$ cat src/rtl/registers_cntr_mc_if.sv
// Register/control bus for the multi-channel DMA register block.
// master: host side (strobes, data, acks); slave: register block.
interface registers_cntr_mc_if #(
  parameter int NCH   = 2,
  parameter int CNT_W = 16,
  parameter int CHW   = 1
);
  localparam int MW = (CNT_W > 9) ? CNT_W : 9;

  logic [CHW-1:0]   CH_SEL;
  logic             CONTR_WR;
  logic             WTC_WR;
  logic             ST_DMA;
  logic             SP_DMA;
  logic             CLR_INT;
  logic [MW-1:0]    MID;
  logic [NCH-1:0]   XFER_ACK;
  logic [8:0]       CNTR_O;
  logic [CNT_W-1:0] WTC_O;
  logic [NCH-1:0]   DMAENA;
  logic [NCH-1:0]   DMADIR;
  logic [NCH-1:0]   INTENA;
  logic [NCH-1:0]   PRESET;
  logic             INT;

  modport master (
    output CH_SEL, CONTR_WR, WTC_WR, ST_DMA, SP_DMA, CLR_INT,
    output MID, XFER_ACK,
    input  CNTR_O, WTC_O, DMAENA, DMADIR, INTENA, PRESET, INT
  );

  modport slave (
    input  CH_SEL, CONTR_WR, WTC_WR, ST_DMA, SP_DMA, CLR_INT,
    input  MID, XFER_ACK,
    output CNTR_O, WTC_O, DMAENA, DMADIR, INTENA, PRESET, INT
  );
endinterface

$ cat src/rtl/registers_cntr_mc.sv
// Per-channel DMA control/count registers with IDLE/RUN state and INT.
// Ports: CLK, RESET_ (async low), bus (registers_cntr_mc_if.slave).
module registers_cntr_mc #(
  parameter int NCH   = 2,
  parameter int CNT_W = 16,
  parameter int CHW   = 1
) (
  input  logic                CLK,
  input  logic                RESET_,
  registers_cntr_mc_if.slave  bus
);

  typedef enum logic {IDLE = 1'b0, RUN = 1'b1} st_t;

  st_t              r_st     [NCH];
  st_t              w_st_nxt [NCH];
  logic [CNT_W-1:0] r_cnt    [NCH];
  logic [CNT_W-1:0] w_cnt_nxt[NCH];
  logic [NCH-1:0]   r_dir, w_dir_nxt;
  logic [NCH-1:0]   r_inten, w_inten_nxt;
  logic [NCH-1:0]   r_preset, w_preset_nxt;
  logic [NCH-1:0]   r_tc, w_tc_nxt;
  logic [NCH-1:0]   w_set_tc;
  logic [NCH-1:0]   w_sel;
  logic [NCH-1:0]   w_ena;
  logic             r_int;
  logic             w_unused;

  // Out-of-range CH_SEL matches no channel, so strobes become no-ops.
  always_comb begin
    w_sel = '0;
    for (int n = 0; n < NCH; n++)
      w_sel[n] = (int'(bus.CH_SEL) == n);
  end

  always_comb begin
    w_dir_nxt    = r_dir;
    w_inten_nxt  = r_inten;
    w_preset_nxt = r_preset;
    w_tc_nxt     = r_tc;
    w_set_tc     = '0;
    for (int n = 0; n < NCH; n++) begin
      w_st_nxt[n]  = r_st[n];
      w_cnt_nxt[n] = r_cnt[n];
      if (w_sel[n] && bus.CONTR_WR) begin
        w_dir_nxt[n]    = bus.MID[1];
        w_inten_nxt[n]  = bus.MID[2];
        w_preset_nxt[n] = bus.MID[4];
      end
      unique case (r_st[n])
        IDLE: begin
          if (w_sel[n] && bus.WTC_WR)
            w_cnt_nxt[n] = bus.MID[CNT_W-1:0];
          // A coincident stop wins over start.
          if (w_sel[n] && bus.ST_DMA && !bus.SP_DMA) begin
            if (r_cnt[n] != '0)
              w_st_nxt[n] = RUN;
            else
              w_set_tc[n] = 1'b1;
          end
        end
        RUN: begin
          if (bus.XFER_ACK[n] && r_cnt[n] != '0) begin
            w_cnt_nxt[n] = r_cnt[n] - CNT_W'(1);
            if (r_cnt[n] == CNT_W'(1)) begin
              w_st_nxt[n] = IDLE;
              w_set_tc[n] = 1'b1;
            end
          end
          if (w_sel[n] && bus.SP_DMA)
            w_st_nxt[n] = IDLE;
        end
        default: w_st_nxt[n] = IDLE;
      endcase
      // Set after clear: a terminal event beats CLR_INT.
      if (w_sel[n] && bus.CLR_INT)
        w_tc_nxt[n] = 1'b0;
      if (w_set_tc[n])
        w_tc_nxt[n] = 1'b1;
    end
  end

  always_ff @(posedge CLK or negedge RESET_) begin
    if (!RESET_) begin
      for (int n = 0; n < NCH; n++) begin
        r_st[n]  <= IDLE;
        r_cnt[n] <= '0;
      end
      r_dir    <= '0;
      r_inten  <= '0;
      r_preset <= '0;
      r_tc     <= '0;
      r_int    <= 1'b0;
    end else begin
      for (int n = 0; n < NCH; n++) begin
        r_st[n]  <= w_st_nxt[n];
        r_cnt[n] <= w_cnt_nxt[n];
      end
      r_dir    <= w_dir_nxt;
      r_inten  <= w_inten_nxt;
      r_preset <= w_preset_nxt;
      r_tc     <= w_tc_nxt;
      r_int    <= |(r_tc & r_inten);
    end
  end

  always_comb begin
    w_ena = '0;
    for (int n = 0; n < NCH; n++)
      w_ena[n] = (r_st[n] == RUN);
  end

  always_comb begin
    bus.CNTR_O = '0;
    bus.WTC_O  = '0;
    for (int n = 0; n < NCH; n++) begin
      if (w_sel[n]) begin
        bus.CNTR_O = {w_ena[n], 3'b000, r_preset[n], 1'b0,
                      r_inten[n], r_dir[n], r_tc[n]};
        bus.WTC_O  = r_cnt[n];
      end
    end
  end

  assign bus.DMAENA = w_ena;
  assign bus.DMADIR = r_dir;
  assign bus.INTENA = r_inten;
  assign bus.PRESET = r_preset;
  assign bus.INT    = r_int;

  // MID is wider than the fields taken from it for small CNT_W.
  assign w_unused = ^bus.MID;

endmodule

$ cat src/flat_wrapper.sv
// flat-port wrapper written by rule: the top's interface ports become plain ports
module registers_cntr_mc_flat 
#(
  parameter int NCH   = 2,
  parameter int CNT_W = 16,
  parameter int CHW   = 1
)
  (CLK, RESET_, bus_CH_SEL, bus_CONTR_WR, bus_WTC_WR, bus_ST_DMA, bus_SP_DMA, bus_CLR_INT, bus_MID, bus_XFER_ACK, bus_CNTR_O, bus_WTC_O, bus_DMAENA, bus_DMADIR, bus_INTENA, bus_PRESET, bus_INT);
  registers_cntr_mc_if #(.NCH(NCH), .CNT_W(CNT_W), .CHW(CHW)) bus_i ();
  input  logic CLK;
  input  logic RESET_;
  input wire logic [$bits(bus_i.CH_SEL)-1:0] bus_CH_SEL;
  input wire logic [$bits(bus_i.CONTR_WR)-1:0] bus_CONTR_WR;
  input wire logic [$bits(bus_i.WTC_WR)-1:0] bus_WTC_WR;
  input wire logic [$bits(bus_i.ST_DMA)-1:0] bus_ST_DMA;
  input wire logic [$bits(bus_i.SP_DMA)-1:0] bus_SP_DMA;
  input wire logic [$bits(bus_i.CLR_INT)-1:0] bus_CLR_INT;
  input wire logic [$bits(bus_i.MID)-1:0] bus_MID;
  input wire logic [$bits(bus_i.XFER_ACK)-1:0] bus_XFER_ACK;
  output wire logic [$bits(bus_i.CNTR_O)-1:0] bus_CNTR_O;
  output wire logic [$bits(bus_i.WTC_O)-1:0] bus_WTC_O;
  output wire logic [$bits(bus_i.DMAENA)-1:0] bus_DMAENA;
  output wire logic [$bits(bus_i.DMADIR)-1:0] bus_DMADIR;
  output wire logic [$bits(bus_i.INTENA)-1:0] bus_INTENA;
  output wire logic [$bits(bus_i.PRESET)-1:0] bus_PRESET;
  output wire logic [$bits(bus_i.INT)-1:0] bus_INT;
  assign bus_i.CH_SEL = bus_CH_SEL;
  assign bus_i.CONTR_WR = bus_CONTR_WR;
  assign bus_i.WTC_WR = bus_WTC_WR;
  assign bus_i.ST_DMA = bus_ST_DMA;
  assign bus_i.SP_DMA = bus_SP_DMA;
  assign bus_i.CLR_INT = bus_CLR_INT;
  assign bus_i.MID = bus_MID;
  assign bus_i.XFER_ACK = bus_XFER_ACK;
  assign bus_CNTR_O = bus_i.CNTR_O;
  assign bus_WTC_O = bus_i.WTC_O;
  assign bus_DMAENA = bus_i.DMAENA;
  assign bus_DMADIR = bus_i.DMADIR;
  assign bus_INTENA = bus_i.INTENA;
  assign bus_PRESET = bus_i.PRESET;
  assign bus_INT = bus_i.INT;
  registers_cntr_mc #(.NCH(NCH), .CNT_W(CNT_W), .CHW(CHW)) u_core (.CLK(CLK), .RESET_(RESET_), .bus(bus_i));
endmodule
$ cat config.mk
export PLATFORM = sky130hd
export DESIGN_NAME = registers_cntr_mc_flat
export DESIGN_NICKNAME = d
export VERILOG_FILES = /design/src/rtl/registers_cntr_mc_if.sv /design/src/rtl/registers_cntr_mc.sv /design/src/flat_wrapper.sv
export SDC_FILE = /design/constraint.sdc
export NUM_CORES = 1
export LEC_CHECK = 0
export CORE_MARGIN = 4
export CORE_UTILIZATION = 56
export CTS_BUF_LIST = sky130_fd_sc_hd__clkbuf_16
export DETAILED_ROUTE_END_ITERATION = 6
export GPL_TIMING_DRIVEN = 0
export MAX_ROUTING_LAYER = met4
export PLACE_DENSITY = 0.86
export SYNTH_ARGS = -nofsm -noshare
export SYNTH_HDL_FRONTEND = slang
export SYNTH_SLANG_ARGS = --single-unit
$ cat constraint.sdc
create_clock -name CLK -period 5.7 [get_ports CLK]
set_input_delay 0.855 -clock CLK [delete_from_list [all_inputs] [get_ports CLK]]
set_output_delay 0.855 -clock CLK [all_outputs]
set_load 0.02 [all_outputs]
==> results.cfg <==
[power_and_ir_drop]
finalPower_mw = 1.47
ir_worst_vdd_mv = 0.209
power_leakage_nw = 1.42
p_per_area_nw_per_um2 = 393

[synthesis]
ys_top_cells_by_area = dfrtp_1 (37%), mux2_2 (8.8%), a21oi_1 (7.3%)
synth_edf_count = 0
ys_warn_count = 0
synth.cell_area_um2 = 2950
ys_seq_elements = 43
ys_seq_area_frac = 0.365
synth_cells = 348
async_reset_ff_frac = 1.00
yosysUniqueCellTypes = 52
synthFlopType = dfrtp_1
postSynthAreaPerCell_um2 = 8.47
yosysTopAreaCellShare = 0.365
synth_top_cell_by_area = dfrtp_1

[critical_path]
crit_path_end_kind = output pin
cp_max_fo = 10
critPathMaxStageDelay_ns = 0.55
r2r_start = u_core.r_cnt[17]$_DFFE_PN0P_
crit_required_ns = 4.85
startpoint_type = input port
path_class = input port to output pin
worst_path_max_delay_cell = buf_1
crit_chain = clkbuf_1 > buf_1 > mux2_2 > clkdlybuf4s50_1
crit_start = bus_CH_SEL
cp_data_arrival_time_ns = 2.75

[timing]
rsz0062_at_grt = no
max_freq_mhz = 277
min_period_ns = 3.61
fin_hold_ws_ns = 0.535
worstMarginPinSlew_ns = 0.633
min_period_over_period = 0.633
hold_viol = 0
maxSlewViolCount = 0
skew_ns = 0.00366
tns_ns = 0
setup_viol = 0
slew_headroom = 0.578

[cts]
cts_tree = done
cts_resized = 0
cts_hold_buf = 0
numCtsBuffers = 5
cts_buffer_depth = 2
ctsRootBufferMaster = clkbuf_16
clk-insertion-delay-late_ns = 0.29
cts_sinks = 43
h-tree-depth = 2
clk_pin_slew_ns = 0.06
cts_setup_buffers = 0

[route]
drtIter0Drc = 410
viasPerCell = 6.52
drc = 0
routed_wirelength_mm = 9.47
vias = 3156
ant_nets = 0
drt_pre_antenna_iters = 6
route.detailed.wl_per_inst_um = 19.6

[grt]
track_usage = 0.318
grt-ovfl-total = 0
antenna_found_initial = 0
grt_start_max_net_pins = 24
grt_first_pass_wirelength_mm = 15.4
grt_pass1_vias = 3032

[floorplan]
initial_utilization = 0.577
die-area_um2 = 6490
dieHeight_um = 80.6
die_w_um = 80.6
num_rows = 26
io_pins = 60
design.core.area_um2 = 5110

[layout]
syn2layout_area_growth_pct = 27.1
antenna_cells = 0
layout.nets = 443
final_cell_mix = clkdlybuf4s50_1 (53), nand2_1 (51), a21oi_1 (43), dfrtp_1 (43), o21ai_0 (27)
drive_gt1_frac = 0.128
final_common_cell = clkdlybuf4s50_1

[placement]
place_congestion = 0.939
place_hpwl_mm = 6.86
numPortBuffers = 54

[job]
drv_cap = 0

[worst_hold_path]
worstHoldStart = u_core.bus.PRESET[0]$_DFFE_PN0P_
hold_class = flop to flop

[status]
outcome = finished clean
synth_stat cells (6+ instances only):
library cell,instances
nand4_1,7
o21ai_0,27
dfrtp_1,43
nor2_1,15
inv_1,11
nand3_1,11
a21oi_1,43
clkbuf_1,10
nor3_1,6
nand2_1,51
mux2_2,23
o22ai_1,14
critical path: cells and delay by family:
family | cells | cell delay [ns]
buf+inv | 3 | 1.48
mux | 1 | 0.42
metal layers:
metal | track usage | wire (um) | up-vias
li1 | - | - | 1407
met1 | 0.419 | 3860 | 1505
met2 | 0.497 | 4430 | 214
met3 | 0.0471 | 853 | 30
met4 | 0.122 | 332 | 0
met5 | - | 0 | -
cell families (layout without fill, tap and decap cells):
kind of cell | after synthesis | after routing | share of synthesized area
AOI/OAI and AO/OA | 113 | 113 | 0.232
buffers and inverters | 35 | 98 | 0.0539
DFF | 43 | 43 | 0.365
xor gates and xnor gates | 1 | 1 | 0.00297
and+or+nand+nor | 125 | 125 | 0.230
adders and majority gates | 4 | 4 | 0.0170
other | 1 | 4 | 0.00127
muxes | 26 | 26 | 0.0980
layout make-up:
type / count / area [um2]
multi-input combinational: 273 / 1720
fill: 400 / 1360
sequential: 43 / 1080
timing repair buffer: 55 / 563
clock buffer: 5 / 125
buffer: 24 / 118
tap: 70 / 87.6
inverter: 11 / 41.3
clock inverter: 3 / 12.5
metrics by stage:
| step | cell area (um2) | setup slack, ns | util | instances |
|---|---|---|---|---|
| 3_5_place_dp | 3610 | 2.09 | 0.707 | 476 |
| 4_1_cts | 3750 | 2.09 | 0.734 | 484 |
| 2_1_floorplan | 2960 | 2.97 | - | 351 |
| 5_1_grt | 3750 | 1.99 | 0.734 | 484 |
| 6_report | 3750 | 2.09 | 0.734 | 484 |
| 3_3_place_gp | 3590 | 2.14 | 0.702 | 475 |
flip-flops by register name (all words and copies together) (netlist names):
signal	flops
u_core.bus.INTENA	2
u_core.bus.DMAENA	2
u_core.bus.PRESET	2
u_core.r_tc	2
u_core.bus.INT	1
u_core.r_cnt	32
u_core.bus.DMADIR	2
power by group:
group / switching [mW] / internal (mW)
Sequential: 0.180 / 0.398
Combinational: 0.331 / 0.285
Clock: 0.121 / 0.159
path summary, 6_finish.rpt:
check,to,slack [ns],cells past startpoint
worst max-delay path,bus_WTC_O[13],2.09,4
worst min-delay path,u_core.bus.PRESET[0]$_DFFE_PN0P_,0.53,1
worst max register to register,u_core.r_cnt[26]$_DFFE_PN0P_,3.22,7
worst min register to register,u_core.bus.PRESET[0]$_DFFE_PN0P_,0.53,1
max in group asynchronous,u_core.r_cnt[19]$_DFFE_PN0P_,4.63,2
min in group asynchronous,u_core.r_cnt[8]$_DFFE_PN0P_,0.56,1
No activity file was read; power rests on OpenSTA's default activity.
